**config.mk**
```make
export PLATFORM = sky130hd
export DESIGN_NAME = map_tile_writer_flat
export DESIGN_NICKNAME = d
export VERILOG_FILES = /design/src/rtl/map_pkg.sv /design/src/rtl/map_tile_writer_if.sv /design/src/rtl/map_tile_writer_addr_calc.sv /design/src/rtl/map_tile_writer.sv /design/src/flat_wrapper.sv
export SDC_FILE = /design/constraint.sdc
export NUM_CORES = 1
export LEC_CHECK = 0
export ABC_AREA = 0
export BUFFER_PORTS_ARGS = -buffer_cell sky130_fd_sc_hd__buf_4
export CAP_MARGIN = 20
export CORE_AREA = 2 2 132 102
export CTS_CLUSTER_SIZE = 16
export DETAILED_ROUTE_END_ITERATION = 8
export DIE_AREA = 0 0 134 104
export PLACE_DENSITY_LB_ADDON = 0.05
export SLEW_MARGIN = 20
export SYNTH_ARGS = -nofsm -noshare
export SYNTH_HDL_FRONTEND = slang
export SYNTH_HIERARCHICAL = 1
export SYNTH_SLANG_ARGS = --single-unit
```
**constraint.sdc**
```tcl
create_clock -name pixel_clk_in -period 3.3 [get_ports pixel_clk_in]
set_input_delay 0.66 -clock pixel_clk_in [delete_from_list [all_inputs] [get_ports pixel_clk_in]]
set_output_delay 0.66 -clock pixel_clk_in [all_outputs]
set_load 0.05 [all_outputs]
```
**src/rtl/map_pkg.sv**
```systemverilog
// Shared tile-map geometry and types for the map writer and the renderer.
package map_pkg;

    localparam int MAP_WIDTH  = 160;
    localparam int MAP_HEIGHT = 90;
    localparam int TILE_BITS  = 4;
    localparam int MAP_DEPTH  = MAP_WIDTH * MAP_HEIGHT;
    localparam int MAP_AW     = $clog2(MAP_DEPTH);

    typedef enum logic [1:0] {
        IDLE,
        LOAD_LO,
        LOAD_HI,
        FINISH
    } writer_state_t;

    typedef logic [TILE_BITS-1:0] tile_t;

endpackage

```
**src/rtl/map_tile_writer_if.sv**
```systemverilog
// Stream, edit and RAM-write-port bundle of the tile map writer.
interface map_tile_writer_if #(
    parameter int TILE_BITS = map_pkg::TILE_BITS,
    parameter int AW        = map_pkg::MAP_AW
);
    logic                 start_in;
    logic [7:0]           byte_in;
    logic                 byte_valid_in;
    logic                 byte_ready_out;
    logic                 edit_valid_in;
    logic [7:0]           edit_x_in;
    logic [6:0]           edit_y_in;
    logic [TILE_BITS-1:0] edit_tile_in;
    logic                 edit_ready_out;
    logic                 we_out;
    logic [AW-1:0]        addr_out;
    logic [TILE_BITS-1:0] data_out;
    logic                 busy_out;
    logic                 done_out;
    logic                 edit_err_out;
    logic [TILE_BITS-1:0] checksum_out;

    modport slave (
        input  start_in, byte_in, byte_valid_in,
        input  edit_valid_in, edit_x_in, edit_y_in, edit_tile_in,
        output byte_ready_out, edit_ready_out,
        output we_out, addr_out, data_out,
        output busy_out, done_out, edit_err_out, checksum_out
    );

    modport master (
        output start_in, byte_in, byte_valid_in,
        output edit_valid_in, edit_x_in, edit_y_in, edit_tile_in,
        input  byte_ready_out, edit_ready_out,
        input  we_out, addr_out, data_out,
        input  busy_out, done_out, edit_err_out, checksum_out
    );

endinterface

```
**src/rtl/map_tile_writer_addr_calc.sv**
```systemverilog
// (x,y) to linear tile address with range flag.
// Latency: combinational.
// Backpressure: none.
module map_addr_calc #(
    parameter int WIDTH  = map_pkg::MAP_WIDTH,
    parameter int HEIGHT = map_pkg::MAP_HEIGHT,
    parameter int AW     = map_pkg::MAP_AW
) (
    input  logic [7:0]    x,
    input  logic [6:0]    y,
    output logic [AW-1:0] addr,
    output logic          in_range
);

    localparam logic [AW-1:0] W_AW = AW'(WIDTH);

    // Range is judged on the untruncated coordinates; the address may alias when out of range.
    always_comb begin
        in_range = (32'(x) < WIDTH) && (32'(y) < HEIGHT);
        addr     = AW'(y) * W_AW + AW'(x);
    end

endmodule

```
**src/rtl/map_tile_writer.sv**
```systemverilog
// Fills the tile map RAM from a packed byte stream and applies single-tile edits.
// Latency: write port registered, one cycle after the accepting edge (high nibble one cycle later).
// Backpressure: byte_ready_out high only in LOAD_LO (1 byte / 2 cycles); edits accepted only in IDLE.
module map_tile_writer #(
    parameter int WIDTH     = map_pkg::MAP_WIDTH,
    parameter int HEIGHT    = map_pkg::MAP_HEIGHT,
    parameter int TILE_BITS = map_pkg::TILE_BITS
) (
    input  logic         pixel_clk_in,
    input  logic         rst_in,
    map_tile_writer_if.slave bus
);
    import map_pkg::*;

    localparam int            DEPTH     = WIDTH * HEIGHT;
    localparam int            AW        = $clog2(DEPTH);
    localparam logic [AW-1:0] LAST_ADDR = AW'(DEPTH - 1);

    writer_state_t        state;
    logic [AW-1:0]        ptr;
    logic [TILE_BITS-1:0] hi_q;
    logic [AW-1:0]        edit_addr;
    logic                 edit_in_range;
    logic                 edit_acc;
    logic                 byte_acc;
    logic [TILE_BITS-1:0] lo_nib;
    logic [TILE_BITS-1:0] hi_nib;

    map_addr_calc #(
        .WIDTH  (WIDTH),
        .HEIGHT (HEIGHT),
        .AW     (AW)
    ) u_addr_calc (
        .x        (bus.edit_x_in),
        .y        (bus.edit_y_in),
        .addr     (edit_addr),
        .in_range (edit_in_range)
    );

    assign bus.edit_ready_out = (state == IDLE) && !bus.start_in;
    assign edit_acc = bus.edit_valid_in && bus.edit_ready_out;
    assign byte_acc = bus.byte_valid_in && bus.byte_ready_out && (state == LOAD_LO);
    assign lo_nib   = bus.byte_in[TILE_BITS-1:0];
    assign hi_nib   = bus.byte_in[2*TILE_BITS-1:TILE_BITS];

    always_ff @(posedge pixel_clk_in or negedge rst_in) begin
        if (!rst_in) begin
            state              <= IDLE;
            ptr                <= '0;
            hi_q               <= '0;
            bus.we_out         <= 1'b0;
            bus.addr_out       <= '0;
            bus.data_out       <= '0;
            bus.byte_ready_out <= 1'b0;
            bus.busy_out       <= 1'b0;
            bus.done_out       <= 1'b0;
            bus.edit_err_out   <= 1'b0;
            bus.checksum_out   <= '0;
        end else begin
            bus.we_out   <= 1'b0;
            bus.done_out <= 1'b0;
            // A start pulse (re)starts from address 0 and drops any pending high nibble.
            if (bus.start_in) begin
                state              <= LOAD_LO;
                ptr                <= '0;
                bus.checksum_out   <= '0;
                bus.busy_out       <= 1'b1;
                bus.edit_err_out   <= 1'b0;
                bus.byte_ready_out <= 1'b1;
            end else begin
                case (state)
                    IDLE: begin
                        if (edit_acc) begin
                            if (edit_in_range) begin
                                bus.we_out   <= 1'b1;
                                bus.addr_out <= edit_addr;
                                bus.data_out <= bus.edit_tile_in;
                            end else begin
                                bus.edit_err_out <= 1'b1;
                            end
                        end
                    end
                    LOAD_LO: begin
                        if (byte_acc) begin
                            bus.we_out         <= 1'b1;
                            bus.addr_out       <= ptr;
                            bus.data_out       <= lo_nib;
                            bus.checksum_out   <= bus.checksum_out ^ lo_nib;
                            hi_q               <= hi_nib;
                            bus.byte_ready_out <= 1'b0;
                            state              <= LOAD_HI;
                        end
                    end
                    LOAD_HI: begin
                        bus.we_out       <= 1'b1;
                        bus.addr_out     <= ptr + AW'(1);
                        bus.data_out     <= hi_q;
                        bus.checksum_out <= bus.checksum_out ^ hi_q;
                        if (ptr + AW'(1) == LAST_ADDR) begin
                            ptr   <= '0;
                            state <= FINISH;
                        end else begin
                            ptr                <= ptr + AW'(2);
                            bus.byte_ready_out <= 1'b1;
                            state              <= LOAD_LO;
                        end
                    end
                    FINISH: begin
                        bus.done_out <= 1'b1;
                        bus.busy_out <= 1'b0;
                        state        <= IDLE;
                    end
                    default: state <= IDLE;
                endcase
            end
        end
    end

endmodule

```
**src/flat_wrapper.sv**
```systemverilog
// flat-port wrapper written by rule: the top's interface ports become plain ports
module map_tile_writer_flat import map_pkg::*;
#(
    parameter int WIDTH     = map_pkg::MAP_WIDTH,
    parameter int HEIGHT    = map_pkg::MAP_HEIGHT,
    parameter int TILE_BITS = map_pkg::TILE_BITS
)
  (pixel_clk_in, rst_in, bus_start_in, bus_byte_in, bus_byte_valid_in, bus_edit_valid_in, bus_edit_x_in, bus_edit_y_in, bus_edit_tile_in, bus_byte_ready_out, bus_edit_ready_out, bus_we_out, bus_addr_out, bus_data_out, bus_busy_out, bus_done_out, bus_edit_err_out, bus_checksum_out);
  map_tile_writer_if #(.TILE_BITS(TILE_BITS), .AW(14)) bus_i ();
  input  logic pixel_clk_in;
  input  logic rst_in;
  input wire logic [$bits(bus_i.start_in)-1:0] bus_start_in;
  input wire logic [$bits(bus_i.byte_in)-1:0] bus_byte_in;
  input wire logic [$bits(bus_i.byte_valid_in)-1:0] bus_byte_valid_in;
  input wire logic [$bits(bus_i.edit_valid_in)-1:0] bus_edit_valid_in;
  input wire logic [$bits(bus_i.edit_x_in)-1:0] bus_edit_x_in;
  input wire logic [$bits(bus_i.edit_y_in)-1:0] bus_edit_y_in;
  input wire logic [$bits(bus_i.edit_tile_in)-1:0] bus_edit_tile_in;
  output wire logic [$bits(bus_i.byte_ready_out)-1:0] bus_byte_ready_out;
  output wire logic [$bits(bus_i.edit_ready_out)-1:0] bus_edit_ready_out;
  output wire logic [$bits(bus_i.we_out)-1:0] bus_we_out;
  output wire logic [$bits(bus_i.addr_out)-1:0] bus_addr_out;
  output wire logic [$bits(bus_i.data_out)-1:0] bus_data_out;
  output wire logic [$bits(bus_i.busy_out)-1:0] bus_busy_out;
  output wire logic [$bits(bus_i.done_out)-1:0] bus_done_out;
  output wire logic [$bits(bus_i.edit_err_out)-1:0] bus_edit_err_out;
  output wire logic [$bits(bus_i.checksum_out)-1:0] bus_checksum_out;
  assign bus_i.start_in = bus_start_in;
  assign bus_i.byte_in = bus_byte_in;
  assign bus_i.byte_valid_in = bus_byte_valid_in;
  assign bus_i.edit_valid_in = bus_edit_valid_in;
  assign bus_i.edit_x_in = bus_edit_x_in;
  assign bus_i.edit_y_in = bus_edit_y_in;
  assign bus_i.edit_tile_in = bus_edit_tile_in;
  assign bus_byte_ready_out = bus_i.byte_ready_out;
  assign bus_edit_ready_out = bus_i.edit_ready_out;
  assign bus_we_out = bus_i.we_out;
  assign bus_addr_out = bus_i.addr_out;
  assign bus_data_out = bus_i.data_out;
  assign bus_busy_out = bus_i.busy_out;
  assign bus_done_out = bus_i.done_out;
  assign bus_edit_err_out = bus_i.edit_err_out;
  assign bus_checksum_out = bus_i.checksum_out;
  map_tile_writer #(.WIDTH(WIDTH), .HEIGHT(HEIGHT), .TILE_BITS(TILE_BITS)) u_core (.pixel_clk_in(pixel_clk_in), .rst_in(rst_in), .bus(bus_i));
endmodule
```
After elaboration in Yosys (flattened, before gate mapping) --
Index checks and enable logic that the tools add are counted. Widths: inputs -> output; s select.
Storage, ports and cells: flip-flop bits (word level) 47, word-level logic and storage cells 85, output and inout port bits 28
Cells by class: order comparisons 2, equality and inequality tests 10, bitwise logic cells 3, add/subtract/negate cells 3, $mul 1, reduce and logical (&&, ||, !) cells 20, multiplexer cells 35
Operator list (number):
- $mux 14 | 6
- $pmux 14 s3 | 1
- $mux 4 | 5
- $mux 1 | 15
- $add 14x1->14 const B | 1
- $add 14x2->14 const B | 1
- $add 14x8->14 | 1
- $eq 14x14->1 const B | 1
- $pmux 4 s3 | 1
- $mul 7x3->9 const B | 1
- $reduce_and 3->1 | 3
- $lt 8x8->1 const B | 1
- $pmux 4 s2 | 1
- $reduce_bool 2->1 | 4
- $xor 4x4->4 | 2
- $lt 7x7->1 const B | 1
- $mux 2 | 3
- $ne 2x1->1 const B | 3
- $pmux 2 s3 | 1
- $reduce_bool 3->1 | 2
- $logic_and 1x1->1 | 5
- $reduce_and 5->1 | 1
- $eq 2x2->1 const B | 2
- $reduce_and 2->1 | 2
- 10 further kinds | 10

Depth between registers and ports, before layout --
Gate-level depths: netlist (run 1).
depth after elaboration 6, gate-level depth with buffers 11, gate-level depth less buffers 11

Hierarchy --
The synthesis (run 1) kept the hierarchy.
Modules (own cells, without submodules):
- map_tile_writer | seq. area each 1151.1 um^2, times used 1, area each 2484.9 um^2, cells an instance 248
- map_addr_calc | seq. area each 0.0 um^2, times used 1, area each 478.0 um^2, cells an instance 53

Least setup slack after synthesis (run 1) --
OpenSTA, ideal clock, no wires.
kind input to register, start point input bus_edit_y_in[1], end point register u_core.bus.addr_out[13], stages on the path 11, data required time 3.178 ns, arrival time 2.589 ns, setup slack 0.589 ns, path buffers 0, path through ha_1 -> ha_1 -> fa_1 -> a21o_1 -> a21oi_1 -> xnor2_1 -> nand3b_1 -> xnor2_1 -> nor2b_1 -> a21oi_1 -> a21oi_1
On the way: cells in the longest elaborated chain, start to end 5
RTL lines:
- start, declared | RTL line flat_wrapper.sv:17 | input wire logic [$bits(bus_i.edit_y_in)-1:0] bus_edit_y_in;
- $mul 7x3->9 | RTL line map_tile_writer_addr_calc.sv:20 | addr = AW'(y) * W_AW + AW'(x);
- $add 14x8->14 | RTL line map_tile_writer_addr_calc.sv:20
- via u_core.edit_addr[13] | RTL line map_tile_writer.sv:22 | logic [AW-1:0] edit_addr;
- $mux 14 | RTL line map_tile_writer.sv:74 | if (edit_in_range) begin
- $mux 14 | RTL line map_tile_writer.sv:73 | if (edit_acc) begin
- $pmux 14 s3 | RTL line map_tile_writer.sv:71 | case (state)
- end signal, assigned | RTL line map_tile_writer.sv:76 | bus.addr_out <= edit_addr;
- end signal, assigned | RTL line map_tile_writer.sv:86 | bus.addr_out <= ptr;
- end signal, assigned | RTL line map_tile_writer.sv:96 | bus.addr_out <= ptr + AW'(1);
- end, declared | RTL line map_tile_writer_if.sv:27 | output we_out, addr_out, data_out,
The timed path passes the listed nets, and every way through them passes these cells. The select of a mux whose other input is x is not followed. A chain may end at the register's enable or synchronous reset.

Worst setup path in the final report (run 1) --
Same ends and word-level chain as after synthesis.

==> results by stage, run 1 <==
Worst setup path:
- In this run the critical register-to-register path is captured at u_core/bus.data_out[0].
- The source of the critical timing path is bus_edit_y_in[1].
- The cell with the most instances on the worst path is sky130_fd_sc_hd__a21oi_1.
- Among all stages on the critical path, the largest delay is contributed by sky130_fd_sc_hd__fa_1.
- For the worst setup path, the data arrival time is a little under 3 ns.
- The launch point of the worst reg-to-reg path is u_core/state[1].
- The total stage count of the critical path is 12.
- The worst stage delay on the critical path is 0.41 ns.
- Traced cell by cell, the critical path runs through buf_4 > ha_1 > ha_1 > fa_1 > a21o_1 > a21oi_1 > xnor2_1 > nand3b_1 > xnor2_1 > nor2b_1 > a21oi_1 > a21oi_1.
- The worst setup path is captured at a register.
- Together, buffers and inverters on the worst path number 1.
- STA classifies the critical path startpoint as a primary input.
- The critical path's top delay family is adder cells.
- Measured in cells, the most critical reg-to-reg path has a length of 6.
- The highest net fanout along the worst path is 4.
- The setup check on the worst reg-to-reg path leaves a slack of 1.21 ns.
- The data required time of the critical path is approximately 3.5 ns.
- The critical path in this run is classified as in -> reg.

Synth:
- In the synthesized netlist the async set-or-reset flop fraction comes to 100.0%.
- The number of flops mapped to enable cells by yosys is 0.
- The mux contribution to synthesized area is about 5.5%.
- In this run, synthesis produced a sequential element count of 46.
- The synthesized netlist devotes a little over 20% of its cell area to compound gates.
- The combinational family with the most area after synthesis is compound AO/OA/AOI/OAI gates.
- After synthesis, the cell types taking the most area are sky130_fd_sc_hd__dfrtp_1, sky130_fd_sc_hd__ha_1, sky130_fd_sc_hd__a21oi_1, sky130_fd_sc_hd__nor2_1, sky130_fd_sc_hd__xnor2_1.
- The largest total area in the synthesized netlist belongs to sky130_fd_sc_hd__dfrtp_1.
- The cell area that synthesis handed to floorplanning was around 3000 µm².
- In the synthesized netlist the dominant register cell turns out to be sky130_fd_sc_hd__dfrtp_1.
- The top cell type by area accounts for around two fifths of the synthesized area.
- The number of nets in the synthesized netlist is 353.
- The Yosys step of the flow raised 6 warnings.
- The most repeated cell in the gate-level netlist after synthesis is sky130_fd_sc_hd__dfrtp_1.
- The count of cell types in the netlist is between 50 and 60.
- After Yosys synthesis, and, or, nand and nor cells account for about 16% of the synthesized area.
- After technology mapping, the gate count stands at 301.
- After Yosys synthesis, full adders, half adders and majority gates account for ~9.0% of the synthesized area.
- A synthesized cell averages 9.843 µm².
- The xor/xnor cell area share of the yosys netlist is under 10%.
- Sequential cells were found to cover approximately two fifths of the synthesized design area.
- In the synthesized netlist, the cells that appear most often are sky130_fd_sc_hd__dfrtp_1, sky130_fd_sc_hd__a21oi_1, sky130_fd_sc_hd__nor2_1.

GRT:
- The number of global-route vias before repair is 2337.
- The maximum number of pins on one net before global-route repair is 47.
- The residual overflow from global routing is 0.
- The total global-route track usage is between 10% and 20%.
- The first global-routing pass estimated between 10000 and 15000 µm of wire.
- The number of antenna violations at the first check in global routing came to 0.

STA:
- At the pin with the least slew margin, the transition time is between 0.7 and 0.8 ns.
- The worst path in the final design needs a cycle of between 2 and 3 ns, including I/O delays and setup.
- The achievable frequency is about 370 MHz.
- The portion of the clock cycle consumed by the worst path in the final layout is about 80%.
- The final hold violation count is 0.
- The headroom to the max-slew limit is between 40% and 50%.
- Setup repair after global routing left no endpoint under its margin.
- The final clock skew is around 0.0045 ns.
- The number of endpoints failing setup at the final stage is 0.
- The number of max-slew violations in the final report is 0.
- Summed over all failing endpoints, the final setup total negative slack is 0 ns.

Route:
- The total length of routed wires is about 7900 µm.
- The top routing layer in use is met4.
- The via density per instance is approximately 4.4.
- Summing over every cut layer, the via total after detailed routing is 2290.
- The number of DRC violations after detailed routing is 0.
- The starting DRC count in detailed routing is 65.
- In the final routed layout, each cell accounts on average for about 15 µm.
- The detailed-router iteration count before antenna repair is 4.
- The routed length on met2 is 3211 µm.
- For this block, wires on met1 add up to between 4000 and 5000 µm.
- The remaining number of nets flagged by the antenna check after routing is 0.
- The routed design uses approximately 270 µm of met3 wire.

Final layout:
- The area added between synthesis and finish is 25.46%.
- The count of filler cells inserted in the layout is about 1300.
- The final layout net count is between 400 and 500.
- The share of post-route cells with drive strength above 1 is between 20% and 30%.
- Measured on the finished design, the core utilization comes to between 20% and 30%.
- The count of inserted antenna diode cells is 0.

Clock tree:
- The maximum clock path buffer count is 2.
- TritonCTS built the clock tree.
- After clock tree synthesis, the flow added hold-fix buffers numbering 0.
- The clock insertion delay at the later pin of the skew report is ~0.29 ns.
- The H-tree level count is 2.
- The quantity of gates resized following cts is 0.
- After clock tree synthesis, the setup repair step added 0 buffers.
- The clock root buffer is sky130_fd_sc_hd__clkbuf_16.
- The clock sink count is 46.
- The post-CTS clock slew at the launch and capture registers of the worst setup and hold paths is approximately 0.060 ns.
- The clock buffer count from CTS is 5.

Pwr:
- Summing internal, switching and leakage power gives around 3500 µW.
- The combinational fraction of design power is a little under three fifths.
- The design internal power is 1899 µW.
- Summed over all nets, the switching power comes to 1603 µW.
- For this design the static power due to leakage is 0.001643 µW.
- The worst-case IR drop observed on VDD is 0.3517 mV.
- For this design the ratio of total power to cell area is 942.1 nW/µm².
- Sequential cells account for 25.5% of the total power.
- The share of total power in the clock network is between 10% and 20%.
- The switching power share of the total is a little under half.

Floorplan:
- The initialized floorplan defines 36 standard-cell rows.
- The floorplan die area is between 10000 and 15000 µm².
- The chip width is ~130 µm.
- The standard cell core area is 12660 µm².
- The floorplan die height is 104 µm.
- The number of top-level pins is 60.
- The initial standard-cell utilization of the core is about a quarter.

Worst hold path:
- The min-delay analysis places its worst path in the category in -> async.

Place:
- Input and output buffers added on the ports amount to 59.
- The congestion estimate from routability-driven global placement came to between 0.7 and 0.8.
- Detailed placement finished with a half-perimeter wire length of roughly 5800 µm.

Status:
- The flow ran to the end, and the final reports show no timing, DRC or antenna violations.

Flow run:
- The number of maximum-capacitance violations is 0.
==> sequential cells by signal, indices dropped and copies added, names as in the netlist, 2 cells and up <==
| register | cells |
|---|---|
| u_core/state | 2 |
| u_core/bus.data_out | 4 |
| u_core/bus.addr_out | 14 |
| u_core/hi_q | 4 |
| u_core/ptr | 13 |
| u_core/bus.checksum_out | 4 |
==> cells by family (layout without fill, tap and decap cells) <==
| logic type | count (synthesis) | after routing |
|---|---|---|
| and+or+nand+nor | 91 | 91 |
| AOI/OAI and AO/OA | 87 | 87 |
| DFF | 46 | 46 |
| buffers and inverters | 26 | 76 |
| adders and majority gates | 20 | 20 |
| xor gates and xnor gates | 16 | 16 |
| muxes | 15 | 15 |
==> power groups by stage <==
stage / registers, µW / logic, µW / clock network [µW]
2_1_floorplan: 1400 / 922 / 0
3_5_place_dp: 900 / 1960 / 0
5_1_grt: 923 / 2110 / 726
6_report: 893 / 1930 / 681
3_3_place_gp: 904 / 1970 / 0
4_1_cts: 898 / 1970 / 704
==> cell type report <==
cell class | instances | area (µm²) | share of cell area, %
clock inverters | 2 | 60.06 | 1.616
well taps | 171 | 214.0 | 5.756
flip-flops and latches | 46 | 1151 | 30.97
repair buffers | 62 | 478.0 | 12.86
inverters | 6 | 22.52 | 0.6059
clock buffers | 6 | 138.9 | 3.736
multi-input cells | 229 | 1653 | 44.46
==> worst max-delay path by stage <==
stage | slack, ns | to
floorplan | 0.59 | u_core/bus.addr_out[13]
global placement | 0.31 | u_core/bus.addr_out[13]
detailed placement | 0.29 | u_core/bus.addr_out[13]
CTS | 0.60 | u_core/bus.addr_out[13]
global route | 0.44 | u_core/bus.addr_out[13]
finish | 0.58 | u_core/bus.addr_out[13]
==> per-layer routing <==
metal / GRT usage [%] / vias to the layer above
met1: 17.91 / 1079
met5: 0 / -
met2: 16.15 / 38
li1: - / 1166
met4: 4.027 / 0
met3: 2.534 / 7
==> worst reg2reg max path: stages, from the launching register on <==
cell and delay, ns:
sky130_fd_sc_hd__dfrtp_1 0.37, sky130_fd_sc_hd__inv_1 0.08, sky130_fd_sc_hd__ha_1 0.33, sky130_fd_sc_hd__a21boi_4 0.21
sky130_fd_sc_hd__a2111oi_4 0.38, sky130_fd_sc_hd__buf_12 0.23, sky130_fd_sc_hd__mux2_2 0.36
==> metrics by stage <==
| stage | instances | setup WS (ns) | hold slack [ns] | area, µm² |
|---|---|---|---|---|
| after floorplan | 301 | 0.5888 | 0.3644 | 2963 |
| after global placement | 514 | 0.3122 | 0.4737 | 3518 |
| after detailed placement | 514 | 0.2914 | 0.4742 | 3518 |
| after CTS | 522 | 0.5967 | 0.4258 | 3717 |
| after global routing | 522 | 0.4393 | 0.4531 | 3717 |
| final | 522 | 0.5836 | 0.3925 | 3717 |
==> cells in the final DEF, fill, tap and decap left out, types with 3 or more instances in the layout <==
cell type	instances
sky130_fd_sc_hd__a21o_1	7
sky130_fd_sc_hd__a21oi_1	44
sky130_fd_sc_hd__a22o_1	4
sky130_fd_sc_hd__a22oi_1	5
sky130_fd_sc_hd__a31oi_1	4
sky130_fd_sc_hd__and2_1	3
sky130_fd_sc_hd__and3_1	3
sky130_fd_sc_hd__buf_4	61
sky130_fd_sc_hd__clkbuf_16	5
sky130_fd_sc_hd__dfrtp_1	46
sky130_fd_sc_hd__ha_1	18
sky130_fd_sc_hd__inv_1	6
sky130_fd_sc_hd__mux2_2	7
sky130_fd_sc_hd__mux2i_1	7
sky130_fd_sc_hd__nand2_1	11
sky130_fd_sc_hd__nand2b_1	4
sky130_fd_sc_hd__nand3_1	7
sky130_fd_sc_hd__nor2_1	35
sky130_fd_sc_hd__nor2b_1	15
sky130_fd_sc_hd__nor3_1	3
sky130_fd_sc_hd__o21ai_0	4
sky130_fd_sc_hd__xnor2_1	13
(Power assumes the default switching activity.)
==> inputs of run 2 (changes only) <==
==> constraint.sdc (replaced) <==
create_clock -name pixel_clk_in -period 2.65 [get_ports pixel_clk_in]
set_input_delay 0.53 -clock pixel_clk_in [delete_from_list [all_inputs] [get_ports pixel_clk_in]]
set_output_delay 0.53 -clock pixel_clk_in [all_outputs]
set_load 0.05 [all_outputs]
==> results by stage, run 2 (synthesized netlist as in run 1, its figures left out) <==
Status:
- The run finished with clean final reports.

Floorplan:
- The chip width is 134 µm.
- The standard-cell row count is 36.
- For this design the top-level I/O count stands at 60.
- The initial utilization of the core area, before any placement, comes to 23.41%.
- The die covers around 14000 µm².
- The floorplan step set the die height to 104 µm.
- The core region is 12660 µm².

Clock tree:
- The later pin in the worst-skew pair is clocked with a latency of approximately 0.29 ns.
- In this run the number of H-tree levels came out at 2.
- The clock buffer count from CTS is 5.
- The CTS tree is yes.
- The clock sink count is 46.
- The cell sitting at the root of the clock tree is a sky130_fd_sc_hd__clkbuf_16.
- In this run the deepest clock path goes through 2 buffers.
- Once the clock tree was built, the setup fixing pass inserted 0 buffers.
- The post-CTS clock slew at the launch and capture registers of the worst setup and hold paths is 0.07 ns.
- In this run, post-CTS hold repair placed 0 buffers.
- The quantity of gates resized following cts is 0.

STA:
- The number of max-slew violations in the final report is 0.
- Across all hold checks on the routed design, the worst slack comes to about 0.26 ns.
- The portion of the clock cycle consumed by the worst path in the final layout is ~93%.
- The clock period could shrink to around 2.5 ns.
- The achievable frequency is just over 400 MHz.
- The transition time at the pin with the least slew margin is ~0.63 ns.
- The final clock skew is between 0.01 and 0.015 ns.
- The final hold violation count is 0.
- Setup repair after global routing left no endpoint under its margin.
- The number of endpoints failing setup at the final stage is 0.
- Headroom to the max-slew limit came out at around 58%.

Final layout:
- The multi-input combinational cell area is approximately 1700 µm².
- After the last flow step, the layout net total stands at ~420.
- Summing all non-filler instances in the final layout gives an area of 3797 µm².
- Cells with a size suffix above 1 make up 27.47% of the layout.
- The area added between synthesis and finish is 28.17%.
- The library cell used most frequently in the layout, excluding fill and tap cells, is sky130_fd_sc_hd__buf_4.
- Registers take around 1200 µm².
- The number of flip-flops in the largest register is 14.
- The largest registers in the layout are u_core/bus.addr_out: 14 flops, u_core/ptr: 13 flops.
- After the flow finishes, the layout carries non-filler instances totaling approximately 540.
- The count of filler cells inserted in the layout is between 1000 and 1500.
- The register with the most flip-flops in the final layout is u_core/bus.addr_out.
- The number of antenna diodes in the final layout is 0.
- The library cells used most frequently in the layout, excluding fill and tap cells, are sky130_fd_sc_hd__buf_4, sky130_fd_sc_hd__dfrtp_1, sky130_fd_sc_hd__a21oi_1, sky130_fd_sc_hd__nor2_1, sky130_fd_sc_hd__ha_1.

Route:
- Using the TritonRoute via totals, the vias-per-cell ratio works out to 4.415.
- For this run, design rule violations remaining after detail routing come to 0.
- Dividing the detail-routed wire length by the instance count gives around 15 µm.
- For this block, the routed nets add up to slightly above 8000 µm of wire.
- The remaining number of nets flagged by the antenna check after routing is 0.
- The first routing iteration left 91 violations.
- The routed layout has between 2000 and 2500 vias.
- The detailed-router iteration count before antenna repair is 5.

Flow run:
- Max-cap violations in this run came to 0.

Worst setup path:
- STA classifies the critical path endpoint as a register.
- The endpoint arrival time on the critical path is 2.64 ns.
- The critical path is of the in -> reg type.
- For the worst setup path, the data required time is between 2 and 3 ns.
- STA classifies the critical path startpoint as a primary input.
- In this run the worst path has a maximum fanout of 2.

GRT:
- Global routing used around an eighth of the available tracks.
- The number of global-route vias before repair was between 2000 and 2500.
- Global routing finished with a remaining overflow of 0.
- Entering global routing, the biggest net connects between 40 and 50 pins.
- The wire length of the first global-routing pass is 13270 µm.
- The number of antenna violations at the first check in global routing came to 0.

Place:
- The number of I/O port buffers is 59.
- The routability-driven placement congestion ratio is 0.7136.
- The placed instances occupy a cell area of around 3600 µm².
- Once placement completed, the tool counted placed cells totaling ~530.
- Detailed placement finished with a half-perimeter wire length of ~6100 µm.

Pwr:
- The maximum VDD drop is 0.4855 mV.
- The power per standard cell area is approximately 1100 nW/µm².
- Summed over all cells, the static leakage comes to about 0.0017 µW.
- The total power after layout is roughly 4300 µW.

Worst hold path:
- In this run the worst hold path is classified as in -> async.
## run 2: cell types whose count changed in the layout (fill, tap and decap cells not counted), sizes merged
cell	delta
buf	+13
bufinv	-1
clkinvlp	+1
## run 2: path summary, 6_finish.rpt
check	to	slack, ns	startpoint	depth (start not counted)
setup / recovery	u_core/bus.addr_out[13]	0.18	bus_edit_y_in[1]	12
min in group pixel_clk_in	u_core/hi_q[1]	0.47	bus_byte_in[5]	2
max in group asynchronous	u_core/bus.addr_out[3]	1.96	rst_in	1
setup reg to reg	u_core/ptr[10]	0.57	u_core/state[0]	6
hold reg to reg	u_core/bus.busy_out	0.49	u_core/bus.busy_out	1
hold / removal	u_core/ptr[3]	0.26	rst_in	1
## run 2: final cells by class
type	instances	area share (%)
Multi-Input combinational cell	229	43.59
Sequential cell	46	30.31
Timing Repair Buffer	75	15.49
Tap cell	171	5.634
Clock buffer	6	3.394
Clock inverter	2	0.9885
Inverter	6	0.5931
## run 2: per-stage QoR
stage | TNS [ns] | utilization [%] | setup WS, ns
5_1_grt | 0 | 30.00 | 0.005248
3_5_place_dp | -0.3802 | 28.67 | -0.1899
3_3_place_gp | -0.2904 | 28.67 | -0.1519
6_report | 0 | 30.00 | 0.1840
4_1_cts | 0 | 29.98 | 0.1240
2_1_floorplan | 0 | - | 0.06881
## run 2: per-layer routing
metal / GRT usage [%] / vias up / part of all wire (%)
met4: 3.191 / 0 / 0.86
met5: 0 / - / 0
met3: 2.632 / 5 / 3.3
met2: 18.02 / 41 / 43
li1: - / 1188 / -
met1: 17.73 / 1128 / 53
## run 2: report_power, final
| group | leakage (µW) | internal (µW) | switching (µW) |
|---|---|---|---|
| sequential | 0.000577 | 950 | 173 |
| combinational | 0.00103 | 908 | 1570 |
| clock | 0.0000771 | 446 | 280 |
| total | 0.00169 | 2300 | 2020 |
## run 2: worst max-delay path, stage by stage
cell and delay [ns]:
sky130_fd_sc_hd__buf_4 0.11, sky130_fd_sc_hd__ha_1 0.29, sky130_fd_sc_hd__ha_1 0.23, sky130_fd_sc_hd__fa_2 0.36, sky130_fd_sc_hd__a21o_1 0.18, sky130_fd_sc_hd__a21oi_1 0.16
sky130_fd_sc_hd__xnor2_1 0.18, sky130_fd_sc_hd__nand3b_1 0.12, sky130_fd_sc_hd__xnor2_1 0.13, sky130_fd_sc_hd__nor2b_1 0.13, sky130_fd_sc_hd__a21oi_1 0.13, sky130_fd_sc_hd__a21oi_1 0.08
